===== src/rtl/srsw_rdata_ram_if.sv =====
// rtl/srsw_rdata_ram_if.sv - port bundle for the single-read/single-write RAM
interface srsw_rdata_ram_if #(
    parameter int ADDR_WIDTH = 2,
    parameter int DATA_WIDTH = 32
);
    logic                  wen;
    logic [ADDR_WIDTH-1:0] waddr;
    logic [DATA_WIDTH-1:0] wdata;
    logic                  ren;
    logic [ADDR_WIDTH-1:0] raddr;
    logic [DATA_WIDTH-1:0] rdata;

    modport master (
        output wen, waddr, wdata, ren, raddr,
        input  rdata
    );

    modport slave (
        input  wen, waddr, wdata, ren, raddr,
        output rdata
    );
endinterface


===== src/rtl/srsw_rdata_ram.sv =====
// rtl/srsw_rdata_ram.sv - synchronous 1R1W RAM with registered, read-first read data
module srsw_rdata_ram #(
    parameter int ADDR_WIDTH = 2,
    parameter int DATA_WIDTH = 32
) (
    input  logic            clk,
    input  logic            rst_n,
    srsw_rdata_ram_if.slave bus
);
    localparam int DEPTH = 2 ** ADDR_WIDTH;

    logic [DATA_WIDTH-1:0] mem_q [DEPTH];
    logic [DATA_WIDTH-1:0] mem_d [DEPTH];
    logic [DATA_WIDTH-1:0] rdata_q;
    logic [DATA_WIDTH-1:0] rdata_d;

    always_comb begin
        mem_d = mem_q;
        if (bus.wen) begin
            mem_d[bus.waddr] = bus.wdata;
        end
    end

    // Read samples mem_q (pre-edge contents), which gives read-first collisions.
    always_comb begin
        rdata_d = rdata_q;
        if (bus.ren) begin
            rdata_d = mem_q[bus.raddr];
        end
    end

    // Storage is deliberately unreset so writes land even while rst_n is low.
    always_ff @(posedge clk) begin
        mem_q <= mem_d;
    end

    always_ff @(posedge clk or negedge rst_n) begin
        if (!rst_n) begin
            rdata_q <= '0;
        end else begin
            rdata_q <= rdata_d;
        end
    end

    assign bus.rdata = rdata_q;
endmodule


===== src/flat_wrapper.sv =====
// flat-port wrapper written by rule: the top's interface ports become plain ports
module srsw_rdata_ram_flat 
#(
    parameter int ADDR_WIDTH = 2,
    parameter int DATA_WIDTH = 32
)
  (clk, rst_n, bus_wen, bus_waddr, bus_wdata, bus_ren, bus_raddr, bus_rdata);
  srsw_rdata_ram_if #(.ADDR_WIDTH(ADDR_WIDTH), .DATA_WIDTH(DATA_WIDTH)) bus_i ();
  input  logic clk;
  input  logic rst_n;
  input wire logic [$bits(bus_i.wen)-1:0] bus_wen;
  input wire logic [$bits(bus_i.waddr)-1:0] bus_waddr;
  input wire logic [$bits(bus_i.wdata)-1:0] bus_wdata;
  input wire logic [$bits(bus_i.ren)-1:0] bus_ren;
  input wire logic [$bits(bus_i.raddr)-1:0] bus_raddr;
  output wire logic [$bits(bus_i.rdata)-1:0] bus_rdata;
  assign bus_i.wen = bus_wen;
  assign bus_i.waddr = bus_waddr;
  assign bus_i.wdata = bus_wdata;
  assign bus_i.ren = bus_ren;
  assign bus_i.raddr = bus_raddr;
  assign bus_rdata = bus_i.rdata;
  srsw_rdata_ram #(.ADDR_WIDTH(ADDR_WIDTH), .DATA_WIDTH(DATA_WIDTH)) u_core (.clk(clk), .rst_n(rst_n), .bus(bus_i));
endmodule

===== config.mk =====
export PLATFORM = sky130hd
export DESIGN_NAME = srsw_rdata_ram_flat
export DESIGN_NICKNAME = d
export VERILOG_FILES = /design/src/rtl/srsw_rdata_ram_if.sv /design/src/rtl/srsw_rdata_ram.sv /design/src/flat_wrapper.sv
export SDC_FILE = /design/constraint.sdc
export NUM_CORES = 1
export LEC_CHECK = 0
export BUFFER_PORTS_ARGS = -buffer_cell sky130_fd_sc_hd__buf_2
export CAP_MARGIN = 20
export CORE_ASPECT_RATIO = 1.2
export CORE_UTILIZATION = 26
export CTS_CLUSTER_SIZE = 28
export DETAILED_ROUTE_END_ITERATION = 8
export PLACE_DENSITY = 0.52
export RECOVER_POWER = 25
export SLEW_MARGIN = 5
export SYNTH_ARGS = -nofsm -noshare
export SYNTH_HDL_FRONTEND = slang
export SYNTH_SLANG_ARGS = --single-unit

===== constraint.sdc =====
create_clock -name clk -period 0.95 [get_ports clk]
set_input_delay 0.2375 -clock clk [delete_from_list [all_inputs] [get_ports clk]]
set_output_delay 0.2375 -clock clk [all_outputs]
set_load 0.02 [all_outputs]

==> results.sh <==
export IMPL_path_cells="buf_6"
export IMPL_setup_violations_final=32
export IMPL_pwr_share_seq_pct=48.6
export IMPL_intPower_mw=12.9
export IMPL_yosys_register_bits=160
export IMPL_gp_congestion=0.689
export IMPL_clk_pin_slew_worst_paths_ns=0.06
export IMPL_dr_pass1_iters=4
export IMPL_grt_total_usage_pct=11.7
export IMPL_place_area_sq_um=7200
export IMPL_multi_input_area_sq_um=1400
export IMPL_synth_top_family_by_area="multiplexers"
export IMPL_numCtsBuffers=17
export IMPL_hold_class="in2reg"
export IMPL_synth_simple_area_share_pct=3.91
export IMPL_syn_nets=351
export IMPL_register_area_sq_um=4640
export IMPL_p_switching_mw=4.03
export IMPL_synth_compound_area_share_pct=7.61
export IMPL_numPortBuffers=71
export IMPL_clock_skew_ns=0.00715
export IMPL_drtIter0Drc=172
export IMPL_maxCapViolCount=0
export IMPL_synthAdderAreaFrac_pct=0
export IMPL_antenna_found_initial=2
export IMPL_core_area_sq_um=23200
export IMPL_post_route_cell_area_sq_um=8140
export IMPL_row_count=61
export IMPL_endpoint_kind="output pin"
export IMPL_synthMuxAreaShare_pct=10.4
export IMPL_ys_seq_area_share_pct=75.5
export IMPL_synth_xor_xnor_area_share_pct=0
export IMPL_place_ws_ns=-0.304
export IMPL_ys_warn_count=0
export IMPL_grt_pass1_wl_mm=20.4
export IMPL_power_mw=17.0
export IMPL_fin_nets=473
export IMPL_fin_util_pct=35.1
export IMPL_layout_commonest_cell="edfxtp_1"
export IMPL_synthCells=311
export IMPL_rsz0062_at_grt="true"
export IMPL_via_per_inst=4.17
export IMPL_finalCriticalPeriod_ns=1.25
export IMPL_power_density_nw_per_um2=2090
export IMPL_vias=3178
export IMPL_htreeDepth=4
export IMPL_fillCellCount=2243
export IMPL_violations="setup timing"
export IMPL_slew_headroom_pct=84.2
export IMPL_cts_tree="built"
export IMPL_dieArea_sq_um=24300
export IMPL_fin_ws_ns=-0.301
export IMPL_combPwrFrac_pct=11.0
export IMPL_ant_nets=0
export IMPL_ioPinCount=72
export IMPL_swShare_pct=23.7
export IMPL_vdd_ir_drop_max_mv=1.12
export IMPL_dp_final_hpwl_mm=8.58
export IMPL_worstMarginPinSlew_ns=0.231
export IMPL_postSynthAreaPerCell_sq_um=19.8
export IMPL_cp_slowest_cell="dfrtp_1"
export IMPL_grt_pass1_vias=3454
export IMPL_cpPeakStageDelay_ns=0.44
export IMPL_wl_per_cell_microns=17.1
export IMPL_final_hold_violation_count=0
export IMPL_cp_data_required_time_ns=0.71
export IMPL_leakagePower_nw=3.01
export IMPL_grt_overflow=0
export IMPL_drt_total_wl_mm=13.0
export IMPL_die_w_microns=142
export IMPL_drive_gt1_share_pct=36.8
export IMPL_crit_fanout=2
export IMPL_cts_root_buf="clkbuf_16"
export IMPL_power_share_clock_pct=40.4
export IMPL_dieHeight_microns=170
export IMPL_syn2layout_area_growth_pct=32.3
export IMPL_mostFrequentLayoutCells="edfxtp_1 (128), mux2i_1 (64)"
export IMPL_min_period_over_period_pct=132
export IMPL_syn_cell_area_sq_um=6150
export IMPL_drc=0
export IMPL_max_freq_ghz=0.799
export IMPL_clk_insertion_delay_late_ns=0.42
export IMPL_status="finished, violations left"
export IMPL_slew_violations=0
export IMPL_cp_buffers_inverters=1
export IMPL_clock_sinks=160
export IMPL_cp_data_arrival_time_ns=1.01
export IMPL_grt_max_degree=33
export IMPL_synth_cell_types=17
export IMPL_clk_path_buf_depth=2
export IMPL_startpoint_type="flip-flop"
export IMPL_initial_core_util_pct=26.5
export IMPL_crit_family="flip-flops"
export IMPL_critical_path_class="reg2out"
## logic make-up after synthesis
family,after synthesis
compound gates,32
flops,160
mux,64
buf+inv,16
simple gates,39
## flip-flops by register name (all words and copies together), names as in the netlist
register and flops:
u_core.mem_q 128, u_core.bus.rdata 32
## routing by layer
layer | routed length, microns | track usage (%) | vias to the layer above
li1 | - | - | 1491
met1 | 5680 | 14.2 | 1607
met2 | 6540 | 19.2 | 65
met3 | 593 | 3.71 | 13
met4 | 175 | 4.39 | 2
met5 | 17 | 0 | -
## final timing paths
kind,start,endpoint,slack [ns],cells past startpoint
hold / removal,bus_wdata[11],u_core.mem_q[75],0.05,1
min in group asynchronous,rst_n,u_core.bus.rdata[27],0.32,3
setup reg to reg,u_core.bus.rdata[23],u_core.bus.rdata[23],0.09,3
setup / recovery,u_core.bus.rdata[25],bus_rdata[25],-0.30,1
max in group asynchronous,rst_n,u_core.bus.rdata[8],0.42,3
hold reg to reg,u_core.bus.rdata[0],u_core.bus.rdata[0],0.53,2
## synthesized netlist by cell type, drive strengths merged
master / count / area [sq um]
nor3b: 1 / 7.51
edfxtp: 128 / 3840
dfrtp: 32 / 801
o221ai: 32 / 468
nor2: 1 / 3.75
mux2i: 64 / 641
buf: 13 / 144
nand2: 2 / 7.51
clkbuf: 3 / 11.3
and3: 1 / 6.26
nand2b: 33 / 206
and3b: 1 / 8.76
## through the flow
step                setup TNS, ns  hold WS (ns)  std cells
global route                -8.98        0.0482        761
finish                      -7.64        0.0547        762
floorplan                  -30.90       -0.0581        311
global placement           -36.10         0.234        708
CTS                         -8.61        0.0111        758
detailed placement         -38.92         0.228        708
## power groups by stage
stage	Sequential [mW]	Combinational, mW	Clock [mW]
floorplan	8.53	0.685	0
global placement	8.35	1.54	0
detailed placement	8.36	1.57	0
CTS	8.25	1.90	7.05
global route	8.28	2.01	7.32
finish	8.24	1.87	6.86
## cell type report
cell class              instances  share of cell area [%]
diodes                          1                  0.0308
clock buffers                  17                    5.23
clock inverters                15                    2.20
multi-input cells             135                    17.2
flip-flops and latches        160                    57.1
well taps                     315                    4.84
repair buffers                119                    13.4
## repair_timing
| action | 4_1_cts | 5_1_grt |
|---|---|---|
| gates cloned | 0 | 0 |
| endpoints found under the setup margin | 32 | 32 |
| hold buffers | 1 | 0 |
| hold endpoints to repair | 32 | 0 |
| pin swaps | 0 | 0 |
| gates resized for setup | 64 | 0 |
| setup buffers | 17 | 3 |
Note: power is estimated with default switching activity, not from simulation.
